==> config.mk <==
export PLATFORM = sky130hd
export DESIGN_NAME = tone_write_scheduler
export DESIGN_NICKNAME = d
export VERILOG_FILES = /design/src/rtl/tone_pkg.sv /design/src/rtl/write_fifo.sv /design/src/rtl/tone_write_scheduler.sv
export SDC_FILE = /design/constraint.sdc
export NUM_CORES = 1
export LEC_CHECK = 0
export ABC_AREA = 1
export CAP_MARGIN = 40
export CORE_MARGIN = 2
export CORE_UTILIZATION = 34
export DETAILED_ROUTE_END_ITERATION = 12
export HOLD_SLACK_MARGIN = 0.1
export PLACE_DENSITY = 0.62
export SLEW_MARGIN = 20
export SYNTH_ARGS = -nofsm -noshare
export SYNTH_HDL_FRONTEND = slang
export SYNTH_SLANG_ARGS = --single-unit
==> constraint.sdc <==
create_clock -name clk_in -period 8 [get_ports clk_in]
set_input_delay 1.6 -clock clk_in [delete_from_list [all_inputs] [get_ports clk_in]]
set_output_delay 1.6 -clock clk_in [all_outputs]
set_load 0.02 [all_outputs]
==> src/rtl/tone_pkg.sv <==
// Shared constants and types for the tone-generator datapath and its write scheduler.
package tone_pkg;

  localparam int unsigned COUNT_WIDTH = 10;
  localparam int unsigned FRAME_LEN   = 1024;
  localparam int unsigned ADDR_WIDTH  = 4;
  localparam int unsigned DATA_WIDTH  = 16;
  localparam int unsigned ENTRY_WIDTH = ADDR_WIDTH + DATA_WIDTH;

  // Datapath finishes phase update and mixing at this master count.
  localparam int unsigned LAST_MIX_COUNT = 11;
  localparam int unsigned DEF_WIN_START  = LAST_MIX_COUNT + 1;
  localparam int unsigned DEF_WIN_END    = FRAME_LEN - 2;

  typedef enum logic [1:0] {
    ADDR_SEL_INCR = 2'h0,
    ADDR_SEL_VOL  = 2'h1,
    ADDR_SEL_WAVE = 2'h2,
    ADDR_SEL_BAD  = 2'h3
  } addr_sel_e;

  typedef struct packed {
    logic [ADDR_WIDTH-1:0] addr;
    logic [DATA_WIDTH-1:0] data;
  } wr_entry_t;

  function automatic logic addr_is_legal(input logic [ADDR_WIDTH-1:0] addr);
    return addr_sel_e'(addr[3:2]) != ADDR_SEL_BAD;
  endfunction

endpackage

==> src/rtl/write_fifo.sv <==
// Synchronous FIFO; full/empty distinguished by an extra wrap bit on each pointer.
module write_fifo #(
  parameter  int unsigned DEPTH = 4,
  parameter  int unsigned WIDTH = 20,
  localparam int unsigned AW    = $clog2(DEPTH),
  localparam int unsigned CW    = AW + 1
) (
  input  logic             clk_in,
  input  logic             reset_in,
  input  logic [WIDTH-1:0] wr_data,
  input  logic             push,
  input  logic             pop,
  output logic [WIDTH-1:0] rd_data,
  output logic             full,
  output logic             empty,
  output logic [CW-1:0]    count
);

  logic [WIDTH-1:0] mem [DEPTH];
  logic [AW:0]      wr_ptr;
  logic [AW:0]      rd_ptr;

  always_ff @(posedge clk_in or posedge reset_in) begin
    if (reset_in) begin
      wr_ptr <= '0;
      rd_ptr <= '0;
    end else begin
      if (push && !full)
        wr_ptr <= wr_ptr + 1'b1;
      if (pop && !empty)
        rd_ptr <= rd_ptr + 1'b1;
    end
  end

  always_ff @(posedge clk_in) begin
    if (push && !full)
      mem[wr_ptr[AW-1:0]] <= wr_data;
  end

  assign rd_data = mem[rd_ptr[AW-1:0]];
  assign empty   = (wr_ptr == rd_ptr);
  assign full    = (wr_ptr[AW] != rd_ptr[AW]) && (wr_ptr[AW-1:0] == rd_ptr[AW-1:0]);
  assign count   = wr_ptr - rd_ptr;

endmodule

==> src/rtl/tone_write_scheduler.sv <==
// Master frame counter plus a queued host-write path that only releases register
// writes to the tone datapath inside the safe window of each frame.
module tone_write_scheduler
  import tone_pkg::*;
#(
  parameter int unsigned FIFO_DEPTH = 4,
  parameter int unsigned WIN_START  = DEF_WIN_START,
  parameter int unsigned WIN_END    = DEF_WIN_END
) (
  input  logic                   clk_in,
  input  logic                   reset_in,
  input  logic [ADDR_WIDTH-1:0]  host_addr_in,
  input  logic [DATA_WIDTH-1:0]  host_data_in,
  input  logic                   host_valid_in,
  output logic                   host_ready_out,
  output logic [COUNT_WIDTH-1:0] master_count_out,
  output logic [ADDR_WIDTH-1:0]  addr_out,
  output logic [DATA_WIDTH-1:0]  data_out,
  output logic                   data_valid_out,
  output logic [2:0]             pending_out,
  output logic                   err_out
);

  localparam int unsigned CW = $clog2(FIFO_DEPTH) + 1;
  localparam logic [COUNT_WIDTH-1:0] WS = COUNT_WIDTH'(WIN_START);
  localparam logic [COUNT_WIDTH-1:0] WE = COUNT_WIDTH'(WIN_END);

  logic [COUNT_WIDTH-1:0] cnt_q;
  logic [COUNT_WIDTH-1:0] cnt_next;
  logic                   in_win_next;
  logic                   accept;
  logic                   legal;
  logic                   bypass;
  logic                   fifo_push;
  logic                   fifo_pop;
  logic                   fifo_full;
  logic                   fifo_empty;
  logic [CW-1:0]          fifo_count;
  logic [CW-1:0]          pend_next;
  logic                   ready_q;
  logic                   valid_q;
  logic                   err_q;
  logic [ADDR_WIDTH-1:0]  addr_q;
  logic [DATA_WIDTH-1:0]  data_q;
  wr_entry_t              wr_entry;
  wr_entry_t              head;

  // Output registers load on the edge entering an in-window count, so an
  // issue decision looks at the next count and at the pre-edge queue state.
  always_comb begin
    cnt_next    = cnt_q + 1'b1;
    in_win_next = (cnt_next >= WS) && (cnt_next <= WE);
    accept      = host_valid_in && ready_q;
    legal       = addr_is_legal(host_addr_in);
    fifo_pop    = in_win_next && !fifo_empty;
    bypass      = in_win_next && fifo_empty && accept && legal;
    fifo_push   = accept && legal && !bypass;
    pend_next   = fifo_count + CW'(fifo_push) - CW'(fifo_pop);
    wr_entry    = '{addr: host_addr_in, data: host_data_in};
  end

  write_fifo #(
    .DEPTH (FIFO_DEPTH),
    .WIDTH (ENTRY_WIDTH)
  ) u_fifo (
    .clk_in   (clk_in),
    .reset_in (reset_in),
    .wr_data  (wr_entry),
    .push     (fifo_push),
    .pop      (fifo_pop),
    .rd_data  (head),
    .full     (fifo_full),
    .empty    (fifo_empty),
    .count    (fifo_count)
  );

  always_ff @(posedge clk_in or posedge reset_in) begin
    if (reset_in) begin
      cnt_q   <= '0;
      valid_q <= 1'b0;
      addr_q  <= '0;
      data_q  <= '0;
      err_q   <= 1'b0;
      ready_q <= 1'b1;
    end else begin
      cnt_q <= cnt_next;
      // Ready drops as soon as the queue fills but returns one cycle after the freeing pop.
      ready_q <= (pend_next != CW'(FIFO_DEPTH)) && !fifo_full;
      if (accept && !legal)
        err_q <= 1'b1;
      if (fifo_pop) begin
        valid_q <= 1'b1;
        addr_q  <= head.addr;
        data_q  <= head.data;
      end else if (bypass) begin
        valid_q <= 1'b1;
        addr_q  <= host_addr_in;
        data_q  <= host_data_in;
      end else begin
        valid_q <= 1'b0;
      end
    end
  end

  assign host_ready_out   = ready_q;
  assign master_count_out = cnt_q;
  assign addr_out         = addr_q;
  assign data_out         = data_q;
  assign data_valid_out   = valid_q;
  assign pending_out      = 3'(fifo_count);
  assign err_out          = err_q;

endmodule

# Word level (Yosys, flattened, before mapping)
# Memories as Yosys holds them, arrays and structs flattened.
# Cells that the tools add are included.
[totals]
regBits = 39
ramBits = 80
inputBits = 23
out_inout_bits = 36
elab_cells = 48
memories = 1
[op_classes]
addsub = 6
order_cmp = 2
eq_ne = 5
mux = 8
reduce_logical = 18
[memory_table]
columns = ["name", "depth", "width", "read_ports", "rd_clocked_by_memory_dff", "wr", "line", "source"]
rows = [
  ["u_fifo.mem", 4, 20, 1, 0, 1, "write_fifo.sv:19", "logic [WIDTH-1:0] mem [DEPTH];"],
]
[ops]
columns = ["operator", "n"]
rows = [
  ["$mux W16", 2],
  ["$logic_and A1 B1 Y1", 13],
  ["$add A10 B1 Y10 const B", 1],
  ["$ge A10 B4 Y1 const B", 1],
  ["$le A10 B10 Y1 const B", 1],
  ["$mux W4", 2],
  ["$add A3 B1 Y3 const B", 2],
  ["$logic_not A1 Y1", 4],
  ["$mux W1", 4],
  ["$add A3 B1 Y3", 1],
  ["$eq A3 B3 Y1", 1],
  ["$ne A3 B3 Y1 const B", 1],
  ["$sub A3 B1 Y3", 1],
  ["$sub A3 B3 Y3", 1],
  ["$eq A2 B2 Y1", 1],
  ["$ne A2 B2 Y1 const B", 1],
  ["$reduce_bool A2 Y1", 1],
  ["$ne A1 B1 Y1", 1],
]

# Logic depth before layout (Yosys ltp)
[logic_depth]
word_depth = 12
ltp_mapped = 21
mapped_depth_nobuf = 20

# Cells and area by module
# From an unflattened synthesis, not the netlist that was laid out.
[unflattened]
cells_unflattened = 530
area_unflattened_um2 = 5345.1
[modules_own_cells]
columns = ["module", "instances", "cells_per_inst", "area_per_inst_um2", "seq_area_each_um2"]
rows = [
  ["write_fifo", 1, 258, 3422.0, 2552.4],
  ["tone_write_scheduler", 1, 272, 1923.1, 827.0],
]

# Worst setup path after synthesis
# No wires, ideal clock.
[synth_timing]
path_kind = "input-to-reg"
startpoint = "input port host_addr_in[3]"
endpoint = "register ready_q, in the netlist host_ready_out"
setup_time_ns = 0.073
arrival_ns = 3.549
t_required_ns = 7.927
slack_ns = 4.378
stages = 14
path_buffers = 0
cell_sequence = "nand2_1 > inv_1 > nor3_1 > nand3_4 > nand2_1 > ha_1 > inv_1 > ha_1 > fa_1 > nor2_1 > o21ai_0 > a21o_1 > nand2_1 > inv_1"
[synth_between]
elab_chain_len = 8
elab_cells_between_ends = 9
classes_between = "add/sub: 2; eq/ne: 2; reduce/logical: 5"
[synth_rtl]
columns = ["item", "line", "source"]
rows = [
  ["start: declaration", "tone_write_scheduler.sv:12", "input logic [ADDR_WIDTH-1:0] host_addr_in,"],
  ["$ne A2 B2 Y1 (*)", "tone_pkg.sv:28", "return addr_sel_e'(addr[3:2]) != ADDR_SEL_BAD;"],
  ["$logic_and A1 B1 Y1", "tone_write_scheduler.sv:56", "bypass = in_win_next && fifo_empty && accept && legal;"],
  ["$logic_not A1 Y1", "tone_write_scheduler.sv:57", "fifo_push = accept && legal && !bypass;"],
  ["$logic_and A1 B1 Y1 (*)", "tone_write_scheduler.sv:57", ""],
  ["$add A3 B1 Y3 (*)", "tone_write_scheduler.sv:58", "pend_next = fifo_count + CW'(fifo_push) - CW'(fifo_pop);"],
  ["$sub A3 B1 Y3 (*)", "tone_write_scheduler.sv:58", ""],
  ["$ne A3 B3 Y1 (*)", "tone_write_scheduler.sv:88", "ready_q <= (pend_next != CW'(FIFO_DEPTH)) && !fifo_full;"],
  ["$logic_and A1 B1 Y1 (*)", "tone_write_scheduler.sv:88", ""],
  ["end signal: assignment", "tone_write_scheduler.sv:88", ""],
  ["end: declaration", "tone_write_scheduler.sv:40", "logic ready_q;"],
]
# Mark *: on every way between the ends. The rest lies on a longest branch, timed or not.
# A chain may end at the register's enable or synchronous reset.

# Final worst setup path
[layout_timing]
startpoint = "register u_fifo.rd_ptr[1]"
endpoint = "register ready_q, in the netlist host_ready_out"
[layout_between]
elab_chain_len = 10
elab_cells_between_ends = 16
classes_between = "add/sub: 3; eq/ne: 3; reduce/logical: 10"
[layout_rtl]
columns = ["item", "line", "source"]
rows = [
  ["start: declaration", "write_fifo.sv:21", "logic [AW:0] rd_ptr;"],
  ["start signal: assignment", "write_fifo.sv:31", "rd_ptr <= rd_ptr + 1'b1;"],
  ["$eq A3 B3 Y1", "write_fifo.sv:41", "assign empty = (wr_ptr == rd_ptr);"],
  ["$logic_and A1 B1 Y1 (3 in a row)", "tone_write_scheduler.sv:56", ""],
  ["$logic_not A1 Y1", "tone_write_scheduler.sv:57", ""],
  ["$logic_and A1 B1 Y1", "tone_write_scheduler.sv:57", ""],
  ["$add A3 B1 Y3", "tone_write_scheduler.sv:58", ""],
  ["$sub A3 B1 Y3", "tone_write_scheduler.sv:58", ""],
  ["$ne A3 B3 Y1", "tone_write_scheduler.sv:88", ""],
  ["$logic_and A1 B1 Y1 (*)", "tone_write_scheduler.sv:88", ""],
]
# Marks and branches as above.

==> flow_metrics.py <==
metrics = {
    "power_and_ir_drop": {
        "finalPower_mw": 2.89,
        "clkPwrFrac": 0.275,
        "cellPowerDensity_mw_per_mm2": 420,
        "intPower_mw": 1.78,
        "seq_power_share": 0.308,
        "comb_power_share": 0.417,
        "switching_share": 0.386,
        "ir_drop_mv": 0.205,
        "p_leak_nw": 2.86,
        "switchingPower_mw": 1.12,
    },
    "layout": {
        "multiInputGateArea_mm2": 0.00168,
        "layout.nets": 630,
        "ff_latch_area_mm2": 0.00338,
        "area_delta_synth_final_pct": 26.0,
        "drive_gt1_frac": 0.102,
        "fillers": 1431,
        "n_antenna_cell": 0,
    },
    "setup_path": {
        "critical_path_required_ps": 8360,
        "arrival_ps": 5090,
        "cpPeakStageDelay_ps": 860,
        "crit_fanout": 23,
        "reg2reg_from": "u_fifo.rd_ptr[1]",
        "crit_start": "u_fifo.rd_ptr[1]",
        "start_kind": "flop",
        "cp_cell_sequence": "inv_1, ha_1, nand4_1, nand3_2, inv_4, ha_1, inv_1, ha_1, fa_1, xor2_1, o21ai_0, a21o_1, nand2_1, inv_1",
        "critPathTopFamily": "adder cells",
        "path_depth": 14,
        "path_buf_inv": 4,
        "cpMaxStageDelayCell": "dfrtp_1",
        "endpoint_kind": "flop",
        "crit_type": "flop to flop",
        "ff2ff_path_depth": 14,
    },
    "placement": {
        "place_congestion": 0.787,
        "dp_hpwl_um": 8080,
        "io_buffers": 58,
    },
    "timing": {
        "slew_viol_final": 0,
        "worstMarginPinSlew_ps": 800,
        "setup_violations": 0,
        "slew_headroom": 0.467,
        "finClkSkew_ps": 10.3,
        "fin_crit_sh": 0.591,
        "period_needed_ps": 4730,
        "fmax_mhz": 212,
        "fin_tns_setup_ps": 0,
        "finalHoldViolations": 0,
        "rsz0062_at_grt": "false",
    },
    "clocking": {
        "clockRootBuffer": "clkbuf_16",
        "clock_sinks": 119,
        "clkLatencyLatePin_ps": 430,
        "clockBufferDepth": 2,
        "ctsHtreeMaxLevel": 4,
        "clkTransAtPathRegs_ps": 60,
        "cts_resized": 0,
        "cts_setup_buffers": 0,
        "postCtsHoldBufs": 0,
        "cts_tree": "yes",
        "numCtsBuffers": 17,
    },
    "yosys": {
        "synth.most_common_cell": "nand2_1",
        "syn_avg_cell_area_um2": 10.3,
        "syn_inst": 531,
        "yosys_warnings": 0,
        "synth_nets": 567,
        "yosysTopAreaCell": "edfxtp_1",
        "syn_area_mm2": 0.00547,
        "synth_edf_count": 80,
        "ys_seq_area_frac": 0.618,
        "synth-seq-cells": 119,
        "yosysTopAreaCellShare": 0.439,
        "netlist_top_cells_count": "nand2_1 (107), edfxtp_1 (80), inv_1 (66)",
        "ys_top_cells_by_area": "edfxtp_1 (44%), dfrtp_1 (17%), nand2_1 (7.3%), inv_1 (4.5%), o21ai_0 (3.8%)",
        "synthDistinctLibCells": 35,
        "synth_flop_cell": "edfxtp_1",
        "async_reset_ff_frac": 0.328,
    },
    "drt": {
        "drc": 0,
        "num_vias": 4012,
        "post_drt_wl_per_cell_um": 15.4,
        "routed_wl_um": 12600,
        "drt_pass1_iterations": 6,
        "via_per_inst": 4.87,
        "drt_iter0_markers": 375,
        "ant_nets": 0,
    },
    "grt": {
        "grt.overflow.total": 0,
        "antenna_found_initial": 0,
        "grt_pass1_vias": 4089,
        "grt_use_total": 0.161,
        "grt_pass1_wl_um": 20600,
        "grt_start_max_net_pins": 43,
    },
    "worst_hold_path": {
        "whs_path_depth": 2,
        "hp-class": "flop to flop",
        "hold_start": "addr_out[1]",
    },
    "floorplanning": {
        "die_y_um": 131,
        "initial_core_util": 0.345,
        "io_pins": 59,
        "fp-row-count": 46,
        "die_x_um": 131,
        "core_area_mm2": 0.0158,
        "fp.dieArea_mm2": 0.0171,
    },
    "run": {
        "maxCapViolations": 0,
    },
    "status": {
        "status": "complete, no violations",
    },
}
[state kept, by name (all words and copies together) (netlist names)]
register / cells
u_fifo.mem: 80
data_out: 16
master_count_out: 10
addr_out: 4
u_fifo.rd_ptr: 3
u_fifo.wr_ptr: 3
data_valid_out: 1
err_out: 1
host_ready_out: 1
[worst paths after layout]
kind / endpoint / slack [ps]
worst max-delay path: host_ready_out / 3270
worst min-delay path: addr_out[1] / 480
worst max register to register: host_ready_out / 3270
worst min register to register: addr_out[1] / 480
max in group asynchronous: data_out[14] / 6010
min in group asynchronous: addr_out[2] / 1620
[final cells by class]
cell class              count  share of cell area
clock buffers              17              0.0618
clock inverters            15              0.0280
inverters                  70              0.0385
multi-input cells         319               0.244
flip-flops and latches    119               0.491
well taps                 216              0.0392
repair buffers             67              0.0975
[layer usage]
layer | GRT usage | share of wire | up-vias
met3 | 0.0448 | 0.064 | 34
met5 | 0 | 0 | -
met1 | 0.195 | 0.43 | 1926
met2 | 0.265 | 0.48 | 137
met4 | 0.0782 | 0.028 | 0
li1 | - | - | 1915
[worst register-to-register path, cell delays in order (launching register included)]
cell,delay [ps]
dfrtp_1,860
inv_1,600
ha_1,490
nand4_1,520
nand3_2,660
inv_4,100
ha_1,300
inv_1,40
ha_1,180
fa_1,380
xor2_1,180
o21ai_0,110
a21o_1,160
nand2_1,60
inv_1,40
[cells in the final DEF (no fill, tap or decap), types with 2 or more instances in the layout]
master and count:
nand2_1 107, edfxtp_1 80, inv_1 65, clkdlybuf4s50_1 58, nor2_1 53, o21ai_0 42, dfrtp_1 38, nand3_1 33
nand4_1 22, o22ai_1 20, clkbuf_16 17, ha_1 11, buf_4 7, inv_6 5, xor2_1 4, clkinv_4 4
nand2_2 3, nand3_2 3, nor2_4 3, nand3_4 3, bufinv_16 3, clkinv_1 2, nor2_2 2, inv_2 2
o21bai_1 2, fa_1 2
[power groups by stage]
stage               logic, mW  registers (mW)  clock network, mW
global route             1.36           0.908              0.831
floorplan               0.747           0.947                  0
CTS                      1.21           0.891              0.805
finish                   1.21           0.892              0.795
detailed placement       1.21           0.900                  0
global placement         1.17           0.899                  0
[kinds of logic (layout without fill, tap and decap cells)]
logic type,after synthesis,in the layout,share of synthesized area
XOR/XNOR,4,4,0.00641
flip-flops,119,119,0.618
AND/OR/NAND/NOR,233,233,0.199
AO/OA/AOI/OAI,69,69,0.0703
buffers and inverters,93,169,0.0737
adder cells (fa/ha/maj),13,13,0.0325
[per-stage QoR]
stage          hold WS, ps  setup WS (ps)  instances  cell area [µm²]  utilization
2_1_floorplan          462           4380        531             5470            -
3_3_place_gp           468           3020        789             6230        0.394
3_5_place_dp           468           3400        791             6270        0.396
4_1_cts                484           3390        823             6890        0.435
5_1_grt                508           2940        823             6890        0.435
6_report               478           3270        823             6890        0.435
No activity file was read; power rests on OpenSTA's default activity.
==> variant (same flow settings) <==
The parameter `FIFO_DEPTH` goes from 4 to 8.
--- a/src/rtl/tone_write_scheduler.sv
+++ b/src/rtl/tone_write_scheduler.sv
@@ -3,7 +3,7 @@
 module tone_write_scheduler
   import tone_pkg::*;
 #(
-  parameter int unsigned FIFO_DEPTH = 4,
+  parameter int unsigned FIFO_DEPTH = 8,
   parameter int unsigned WIN_START  = DEF_WIN_START,
   parameter int unsigned WIN_END    = DEF_WIN_END
 ) (
Behaviour: not the same (a bounded check fails within 10 cycles, from zero or initial values and one cycle with reset_in high).
==> variant against the unedited design <==
Setup slack gained 400 ps. First-iteration DRC count grew 57%. Sequential share of layout area grew 6.2 points. Power grew 42%. Non-clock buffer count grew 8. Register-to-register slack gained 810 ps. Final area grew 53%. Sequential cell count grew 82. Synthesized area grew 62%. Routed wire length grew 62%. Critical path type is now flip-flop to output pin. Largest cell class unchanged.
==> variant: results <==
set metrics [dict create \
    fin_crit_ps 4324 \
    clock_power_uw 992 \
    seq-cell-share 0.5530 \
    clock_buffers 34 \
    buf_share 0.07188 \
    nFillCells 2469 \
    met3_usage 0.02797 \
    slowest_delay_ps 540 \
    drive_gt1_frac 0.1061 \
    syn_to_final_growth_pct 19.15 \
    firstDrtPassIters 5 \
    syn_nets 846 \
    worstMarginPinSlew_ps 825.6 \
    final-clk-cell-share 0.06666 \
    grt_pass1_wl_mm 32.15 \
    critPathArrivalTime_ps 2720 \
    place_ws_ps 3662 \
    crit_slowest_cell "clkdlybuf4s50_1" \
    use_met2 0.2502 \
    synth_area_leaders "edfxtp_1 54%, dfrtp_1 11%, nand2_1 8.5%" \
    ir_drop_v 0.0003312 \
    cp_max_fo 14 \
    status "finished clean" \
    cts.sinks 201 \
    async_flop_share 0.2040 \
    routabilityCongestion 0.7715 \
    detail_route.wl_per_cell_microns 16.79 \
    wl_met3_mm 1.086 \
    nets 906 \
    final_cell_count_no_fill 1221 \
    largest_reg_flops 160 \
    grt_pass1_vias 5954 \
    nNonClkBuffers 75 \
    p_sw_uw 1553 \
    leakagePower_uw 0.004055 \
    r2r_slack_ps 4080 \
    track_usage 0.1532 \
    clk_path_buf_depth 3 \
    cpLargestDelayFamily "buffers and inverters" \
    nMultiInputCombCells 511 \
    grt_max_degree 83 \
    htreeDepth 1 \
    synth-compound-area-share 0.04932 \
    syn_inst 810 \
    finalPower_uw 4116 \
    non_clock_inverter_count 59 \
    yosys-top-cells-count "200 x nand2_1, 160 x edfxtp_1, 84 x nor2_1" \
    clock_latency_ps 500 \
    placed_cell_area_sq_um 9818 \
    synth_fa_ha_area_frac 0.02007 \
    synth.distinct_cells 37 \
    ys_seq_area_frac 0.6587 \
    synth_edf_count 160 \
    drtIter0Drc 590 \
    multi_input_area_share 0.2478 \
    hp-class "flip-flop to flip-flop" \
]
[variant: cell types whose count changed after synthesis, moves of 8 or more]
cell	before	now
edfxtp_1	80	160
nor2_1	53	84
o211ai_1	1	13
o22ai_1	20	5
inv_1	66	51
nand3_2	3	12
a31oi_1	0	8
clkbuf_1	14	23
nand3_1	33	72
nand2_1	107	200
[variant: kinds of logic (layout without fill, tap and decap cells)]
kind of cell	after synthesis	in the layout
buffers and inverters	98	174
AO/OA/AOI/OAI	76	76
XOR/XNOR	9	9
adder cells (fa/ha/maj)	13	13
AND/OR/NAND/NOR	413	413
flip-flops	201	201
[variant: worst paths after layout]
check / startpoint / endpoint / cells after the start
setup / recovery: u_fifo.rd_ptr[2] / pending_out[2] / 6
min in group asynchronous: reset_in / master_count_out[4] / 3
hold / removal: data_out[6] / data_out[6] / 2
hold reg to reg: data_out[6] / data_out[6] / 2
setup reg to reg: master_count_out[1] / host_ready_out / 18
max in group asynchronous: reset_in / u_fifo.rd_ptr[0] / 3
